`src/rtl/spi_master_tx.sv`:
```
// SPI master: one MSB-first, full-duplex byte per start request, SLK half-period of DIV clocks.
// Define SPI_MASTER_LOOPBACK_EN to feed the rx shift register from the MOSI register instead of MISO.
module spi_master_tx #(
  parameter int unsigned DIV   = 2,
  parameter int unsigned WIDTH = 8
) (
  input  logic             clk,
  input  logic             rst_n,
  input  logic             start,
  input  logic [WIDTH-1:0] tx_data,
  output logic             busy,
  output logic             done,
  output logic [WIDTH-1:0] rx_data,
  output logic             SLK,
  output logic             CS,
  output logic             MOSI,
  input  logic             MISO
);

  typedef enum logic [2:0] {StIdle, StSetup, StHigh, StLow, StHold} state_e;

  state_e           state_q, state_d;
  logic [7:0]       cnt_q, cnt_d;
  logic [2:0]       bit_q, bit_d;
  logic [WIDTH-1:0] tx_q, tx_d, rx_q, rx_d, rx_data_q, rx_data_d;
  logic             slk_q, slk_d, cs_q, cs_d, mosi_q, mosi_d;
  logic             done_q, done_d, busy_q, busy_d;
  logic             tc, rx_in;

  assign tc = (cnt_q == 8'(DIV - 1));

`ifdef SPI_MASTER_LOOPBACK_EN
  logic unused_miso;
  assign unused_miso = MISO;
  assign rx_in       = mosi_q;
`else
  assign rx_in = MISO;
`endif

  always_comb begin
    state_d   = state_q;
    cnt_d     = (state_q == StIdle || tc) ? 8'd0 : cnt_q + 8'd1;
    bit_d     = bit_q;
    tx_d      = tx_q;
    rx_d      = rx_q;
    rx_data_d = rx_data_q;
    slk_d     = slk_q;
    cs_d      = cs_q;
    mosi_d    = mosi_q;
    done_d    = 1'b0;
    unique case (state_q)
      StIdle: begin
        if (start) begin
          tx_d    = tx_data;
          cs_d    = 1'b1;
          mosi_d  = tx_data[WIDTH-1];
          bit_d   = 3'd0;
          state_d = StSetup;
        end
      end
      StSetup: begin
        if (tc) begin
          slk_d   = 1'b1;
          state_d = StHigh;
        end
      end
      StHigh: begin
        if (tc) begin
          slk_d = 1'b0;
          rx_d  = {rx_q[WIDTH-2:0], rx_in};
          if (bit_q == 3'(WIDTH - 1)) begin
            state_d = StHold;
          end else begin
            // Next bit goes out on the falling edge, a full phase before the next rise.
            tx_d    = tx_q << 1;
            mosi_d  = tx_q[WIDTH-2];
            bit_d   = bit_q + 3'd1;
            state_d = StLow;
          end
        end
      end
      StLow: begin
        if (tc) begin
          slk_d   = 1'b1;
          state_d = StHigh;
        end
      end
      StHold: begin
        if (tc) begin
          cs_d      = 1'b0;
          mosi_d    = 1'b0;
          rx_data_d = rx_q;
          done_d    = 1'b1;
          state_d   = StIdle;
        end
      end
      default: state_d = StIdle;
    endcase
    busy_d = (state_d != StIdle);
  end

  always_ff @(posedge clk or negedge rst_n) begin
    if (!rst_n) begin
      state_q   <= StIdle;
      cnt_q     <= 8'd0;
      bit_q     <= 3'd0;
      tx_q      <= '0;
      rx_q      <= '0;
      rx_data_q <= '0;
      slk_q     <= 1'b0;
      cs_q      <= 1'b0;
      mosi_q    <= 1'b0;
      done_q    <= 1'b0;
      busy_q    <= 1'b0;
    end else begin
      state_q   <= state_d;
      cnt_q     <= cnt_d;
      bit_q     <= bit_d;
      tx_q      <= tx_d;
      rx_q      <= rx_d;
      rx_data_q <= rx_data_d;
      slk_q     <= slk_d;
      cs_q      <= cs_d;
      mosi_q    <= mosi_d;
      done_q    <= done_d;
      busy_q    <= busy_d;
    end
  end

  assign SLK     = slk_q;
  assign CS      = cs_q;
  assign MOSI    = mosi_q;
  assign done    = done_q;
  assign busy    = busy_q;
  assign rx_data = rx_data_q;

endmodule

```
`config.mk`:
```
export PLATFORM = sky130hd
export DESIGN_NAME = spi_master_tx
export DESIGN_NICKNAME = d
export VERILOG_FILES = /design/src/rtl/spi_master_tx.sv
export SDC_FILE = /design/constraint.sdc
export NUM_CORES = 1
export LEC_CHECK = 0
export ABC_AREA = 1
export ABC_CLOCK_PERIOD_IN_PS = 3500
export BUFFER_PORTS_ARGS = -buffer_cell sky130_fd_sc_hd__buf_2
export CAP_MARGIN = 20
export CORE_MARGIN = 2
export CORE_UTILIZATION = 29
export DETAILED_ROUTE_END_ITERATION = 12
export GPL_ROUTABILITY_DRIVEN = 0
export HOLD_SLACK_MARGIN = 0.1
export PLACE_DENSITY_LB_ADDON = 0.08
export SYNTH_ARGS = -nofsm -noshare
export SYNTH_HDL_FRONTEND = slang
export SYNTH_SLANG_ARGS = --single-unit
export TNS_END_PERCENT = 50
```
`constraint.sdc`:
```
create_clock -name clk -period 3.5 [get_ports clk]
set_input_delay 0.525 -clock clk [delete_from_list [all_inputs] [get_ports clk]]
set_output_delay 0.525 -clock clk [all_outputs]
set_load 0.05 [all_outputs]
```
==> metrics.cfg, run 1 <==
[worst_setup_path]
critPathSlowestCell = dfrtp_1
cp_cell_sequence = nor2_2 -> nand2_1 -> inv_2 -> nand2_1 -> nand3_2 -> nand2_1 -> inv_1 -> nand2_1
cp_data_required_time_ns = 3.68
cp-start-kind = flop
data_arrival_time_of_the_critical_path_ns = 2.07
crit_path_max_fanout = 21
critical_path.most_common_cell = nand2_1
critical_setup_path_class = flop to flop
critical_path.endpoint_type = flop
cpPeakStageDelay_ns = 0.41

[routing]
drt-vias-per-instance = 4.34
wirelength_mm = 3.89
drc = 0
drt_first_iter_violations = 48
final_antenna_net_count = 0
dr_total_vias = 1423
route.detailed.wl_per_inst_um = 11.9
detailed_routing_iterations_pass_1 = 4

[clock_network]
cts-root-to-sink-buffers = 2
worst_skew_pair.late_latency_ns = 0.29
cts_tree = done
htree_num_levels = 2
post_cts_resize_count = 0
root_buffer = clkbuf_8
cts_hold_buf = 0
post_cts.repair.setup_buffers = 0
clkTransAtPathRegs_ns = 0.08
cts-buffers-inserted = 5
cts_sinks = 42

[run]
max-cap-violations = 0

[sta]
worst_slew_margin_rel = 0.341
post-route-period-util = 0.538
finalHoldViolations = 0
fin_setup_tns_ns = 0
final_critical_path_time_including_i_o_delays_and_setup_ns = 1.88
setup-violations-final = 0
timing.final.max_slew_violations = 0
fin_skew_ns = 0.00361
clock.fmax_ghz = 0.531
tightest_slew_ns = 0.989
grt_setup_unrepaired = false

[yosys]
synth.lib_cells_used.distinct = 28
ys.flop_type = dfrtp_1
mappedNetlistArea_mm2 = 0.00202
ys_warn_count = 0
synthArstFlopShare = 1.00
syn-num-nets = 238
synthesis.area_per_instance_um2 = 9.08
ys_seq_area_frac = 0.521
synth_edf_count = 0
synth_cells = 222
synth_seq_cells = 42

[power_and_ir_drop]
leakage_nw = 1.13
power_per_cell_area_mw_per_mm2 = 773
irDropWorstVdd_v = 0.000357

[final_layout]
layout.nets = 263
mostFrequentLayoutCells = 66 x nand2_1, 42 x dfrtp_1, 24 x buf_2, 19 x inv_1, 16 x o21ai_2
layout.filler_cells = 735
num_antenna_cells = 0
final_design_area_no_fill_mm2 = 0.00229
mostFrequentLayoutCell = nand2_1
multi_input_comb_area_um2 = 821
final_core_util = 0.339
ff_latch_area_mm2 = 0.00105
post_route_cells_drive_above_1_share = 0.254
area_growth_syn_to_layout_pct = 13.7

[worst_hold_path]
hp-class = input port to async pin

[global_routing]
gr-total-overflow = 0
grt_start_max_net_pins = 43
groute.usage.overall = 0.113
antenna_found_initial = 0
first_global_vias = 1404
grt_first_pass_wirelength_mm = 6.69

[die]
design.die.area_mm2 = 0.00763
num_io_pins = 25
design.core.area_mm2 = 0.00676
die_width_um = 87.4
floorplan.initialDensity = 0.298
number_of_standard_cell_rows_in_the_floorplan = 30
die_y_um = 87.4

[place]
total_cell_area_at_the_placement_stage_mm2 = 0.00218
port_buffers = 24
dp_hpwl_mm = 2.78

[outcome]
outcome = finished clean

==> stage by stage <==
step	total power, mW	hold WS, ns	std cells	setup slack, ns
after floorplan	1.29	0.229	222	2.11
after global placement	1.42	0.452	320	1.73
after detailed placement	1.42	0.458	320	1.62
after CTS	1.81	0.435	328	1.61
after global routing	1.92	0.458	328	1.42
final	1.77	0.399	328	1.62
==> flip-flops by register name, summed over array words and instances, names as in the netlist <==
name / flops
cnt_q: 8
rx_data: 8
rx_q: 8
tx_q: 7
bit_q: 3
state_q: 3
CS: 1
MOSI: 1
SLK: 1
busy: 1
done: 1
==> report_power, final <==
| part | internal [mW] | switching (mW) |
|---|---|---|
| sequential | 0.632 | 0.0924 |
| clock | 0.210 | 0.168 |
| combinational | 0.208 | 0.460 |
==> worst paths after layout <==
check	start	end	slack, ns	cells after the start
setup / recovery	state_q[0]$_DFF_PN0_	busy$_DFF_PN0_	1.62	8
hold / removal	rst_n	rx_q[0]$_DFFE_PN0P_	0.40	1
setup reg to reg	state_q[0]$_DFF_PN0_	busy$_DFF_PN0_	1.62	8
hold reg to reg	rx_data[7]$_DFFE_PN0P_	rx_data[7]$_DFFE_PN0P_	0.48	2
max in group asynchronous	rst_n	tx_q[0]$_DFFE_PN0P_	2.50	1
min in group clk	start	CS$_DFFE_PN0P_	0.45	3
==> critical path, delay by kind of cell, from the launching register on <==
family / cells / cell delay, ns
buffers and inverters: 2 / 0.37
DFF: 1 / 0.41
and+or+nand+nor: 6 / 0.99
==> cells in the mapped netlist (2+ instances only) <==
cell	number	area share
a21boi_0	6	0.022
a21oi_1	4	0.0099
buf_4	2	0.0074
buf_6	3	0.017
dfrtp_1	42	0.52
ha_1	4	0.025
inv_1	19	0.035
inv_2	5	0.0093
nand2_1	66	0.12
nand2_2	2	0.0062
nand3_1	6	0.015
nand3_2	2	0.0099
nand4_1	3	0.0093
nor2_1	14	0.026
nor2_4	2	0.011
nor3_1	3	0.0074
nor3b_1	2	0.0074
o21ai_0	2	0.0050
o21ai_1	11	0.027
o21ai_2	16	0.070
==> layer usage <==
metal,wire (um),share of wire,GRT usage
met1,2030,0.52,0.156
met2,1680,0.43,0.173
met3,134,0.034,0.0265
met4,55,0.014,0.0420
met5,0,0,0
==> kinds of logic after synthesis <==
kind of cell    share of synthesized area
simple gates                        0.245
compound gates                      0.138
buf+inv                            0.0714
fa+ha+maj                          0.0248
flops                               0.521
==> cell type report <==
cell class | instances | area share
Sequential cell | 42 | 0.459
Tap cell | 80 | 0.0437
Multi-Input combinational cell | 150 | 0.358
Clock buffer | 5 | 0.0300
Timing Repair Buffer | 24 | 0.0524
Clock inverter | 3 | 0.0175
Inverter | 24 | 0.0393
(Power assumes the default switching activity.)
==> inputs of run 2 (changes only) <==
- ABC_CLOCK_PERIOD_IN_PS: 3500 -> 1900
- clock period: 3.5 -> 1.9 ns (I/O delays scaled with it)
==> metrics.cfg, run 2 (synthesis results as in run 1) <==
[place]
port_buffers = 24  ; unchanged
post-place-cells = 322  ; +0.63%
dp_hpwl_mm = 2.73  ; -1.7%
total_cell_area_at_the_placement_stage_mm2 = 0.00220  ; +0.69%
place_ws_ns = 0.186  ; -1.43 ns

[final_layout]
layout.cells.non_filler = 331  ; +0.91%
layout.nets = 266  ; +1.1%
mostFrequentLayoutCell = nand2_1
mostFrequentLayoutCells = 66 x nand2_1, 42 x dfrtp_1, 24 x buf_2, 19 x inv_1, 16 x o21ai_2
post_route_cells_drive_above_1_share = 0.259  ; +0.00493
final_design_area_no_fill_mm2 = 0.00231  ; +0.76%
num_antenna_cells = 0  ; unchanged
final_core_util = 0.342  ; +0.00259
area_growth_syn_to_layout_pct = 14.5
layout.filler_cells = 734  ; -0.14%

[sta]
finalWorstSetupSlack_ns = 0.288  ; -1.33 ns
final_critical_path_time_including_i_o_delays_and_setup_ns = 1.61  ; -0.270 ns
grt_setup_unrepaired = false
post-route-period-util = 0.848  ; +0.311
finalHoldViolations = 0  ; unchanged
tightest_slew_ns = 0.550  ; -0.439 ns
fin_setup_tns_ns = 0  ; unchanged
setup-violations-final = 0  ; unchanged
worst_slew_margin_rel = 0.633  ; +0.293
finalHoldWorstSlack_ns = 0.204  ; -0.195 ns
fin_skew_ns = 0.0103  ; +0.00672 ns
clock.fmax_ghz = 0.620  ; +17%
timing.final.max_slew_violations = 0  ; unchanged

[clock_network]
cts-buffers-inserted = 5  ; unchanged
cts-root-to-sink-buffers = 2  ; unchanged
htree_num_levels = 2  ; unchanged
cts_sinks = 42  ; unchanged
clkTransAtPathRegs_ns = 0.09  ; about the same
cts_tree = done
worst_skew_pair.late_latency_ns = 0.30  ; about the same
root_buffer = clkbuf_8

[die]
num_io_pins = 25  ; unchanged
design.core.area_mm2 = 0.00676  ; unchanged
number_of_standard_cell_rows_in_the_floorplan = 30  ; unchanged
die_width_um = 87.4  ; unchanged
floorplan.initialDensity = 0.298  ; unchanged
die_y_um = 87.4  ; unchanged
design.die.area_mm2 = 0.00763  ; unchanged

[worst_setup_path]
timing.reg2reg.setup_slack_ns = 0.29  ; -1.33 ns
worstRegToRegCells = 7  ; -1
cpPeakStageDelay_ns = 0.40  ; about the same
crit_path_max_fanout = 21  ; unchanged
cp_data_required_time_ns = 2.14  ; -1.54 ns
cp-start-kind = flop
worst_path_dominant_cell_family = simple AND/OR/NAND/NOR gates
cp_cell_sequence = ha_1 -> ha_1 -> a21oi_1 -> nand3_4 -> nand2_1 -> inv_1 -> nand2_1
critical_path.endpoint_type = flop
critical_setup_path_class = flop to flop
crit_path_buf_inv_count = 1  ; -1
data_arrival_time_of_the_critical_path_ns = 1.85  ; -0.22 ns
critPathSlowestCell = dfrtp_1
r2r-end = busy$_DFF_PN0_
timing.rr.start = bit_q[0]$_DFFE_PN0P_

[run]
max-cap-violations = 0  ; unchanged

[global_routing]
antenna_found_initial = 0  ; unchanged
gr-total-overflow = 0  ; unchanged
grt_start_max_net_pins = 43  ; unchanged
grt_first_pass_wirelength_mm = 6.82  ; +2.0%
groute.usage.overall = 0.115  ; +0.00208
first_global_vias = 1450  ; +3.3%

[routing]
final_antenna_net_count = 0  ; unchanged
route.detailed.wl_per_inst_um = 11.9  ; +0.49%
detailed_routing_iterations_pass_1 = 4  ; unchanged
drt_first_iter_violations = 50  ; +4.2%
dr_total_vias = 1454  ; +2.2%
wirelength_mm = 3.95  ; +1.4%
drt-vias-per-instance = 4.39  ; +1.3%
drc = 0  ; unchanged

[worst_hold_path]
hold_path.startpoint = start
hp-class = input port to flop
hold_crit_endpoint = CS$_DFFE_PN0P_
hold-path-cell-count = 3

[power_and_ir_drop]
total_power_mw = 3.20  ; +81%
power_per_cell_area_mw_per_mm2 = 1390  ; +80%
irDropWorstVdd_v = 0.000569  ; +59%
leakage_nw = 1.13  ; +0.10%

[outcome]
outcome = finished clean

## run 2: changes by cell type in the layout (fill, tap and decap cells not counted), sizes merged
cell	before	now
clkinvlp	0	1
bufinv	1	0
clkinv	2	1
buf	24	26
inv	24	25
dlygate4sd3	0	1
## run 2: final cells by class
type	instances	area [um^2]	area share
Multi-Input combinational cell	150	828	0.359
Sequential cell	42	1050	0.455
Clock inverter	3	25.0	0.0108
Timing Repair Buffer	27	145	0.0629
Inverter	24	90.1	0.0390
Clock buffer	5	68.8	0.0298
Tap cell	80	100	0.0434
## run 2: report_power, final
part           total, mW  internal (mW)  leakage, nW  switching, mW
Combinational       1.27          0.405        0.569          0.861
Sequential          1.33           1.16        0.520          0.165
Clock              0.612          0.266       0.0447          0.346
Total               3.20           1.83         1.13           1.37
## run 2: routing by layer
| layer | vias up | global-route usage | wire, um |
|---|---|---|---|
| met3 | 5 | 0.0322 | 145 |
| met5 | - | 0 | 0 |
| met4 | 0 | 0.0350 | 48 |
| met1 | 654 | 0.159 | 2030 |
| met2 | 26 | 0.176 | 1720 |
| li1 | 769 | - | - |
## run 2: worst min-delay path: stages
cell and delay [ns]:
buf_2 0.09, nand2_1 0.05, nand2_1 0.05
## run 2: what timing repair did
item                                    4_1_cts  5_1_grt
setup buffers                                 0        0
gates resized for setup                       0        1
endpoints found under the hold margin        42        0
hold buffers                                  1        0
endpoints found under the setup margin        0        3
## run 2: how the worst max path moves through the flow
stage	cells past startpoint	startpoint	to	slack (ns)
after global placement	6	bit_q[0]$_DFFE_PN0P_	bit_q[1]$_DFFE_PN0P_	0.22
after global routing	7	bit_q[0]$_DFFE_PN0P_	busy$_DFF_PN0_	0.14
final	7	bit_q[0]$_DFFE_PN0P_	busy$_DFF_PN0_	0.29
after CTS	7	bit_q[0]$_DFFE_PN0P_	busy$_DFF_PN0_	0.16
after detailed placement	7	bit_q[0]$_DFFE_PN0P_	busy$_DFF_PN0_	0.19
after floorplan	7	bit_q[0]$_DFFE_PN0P_	tx_q[6]$_DFFE_PN0P_	0.51
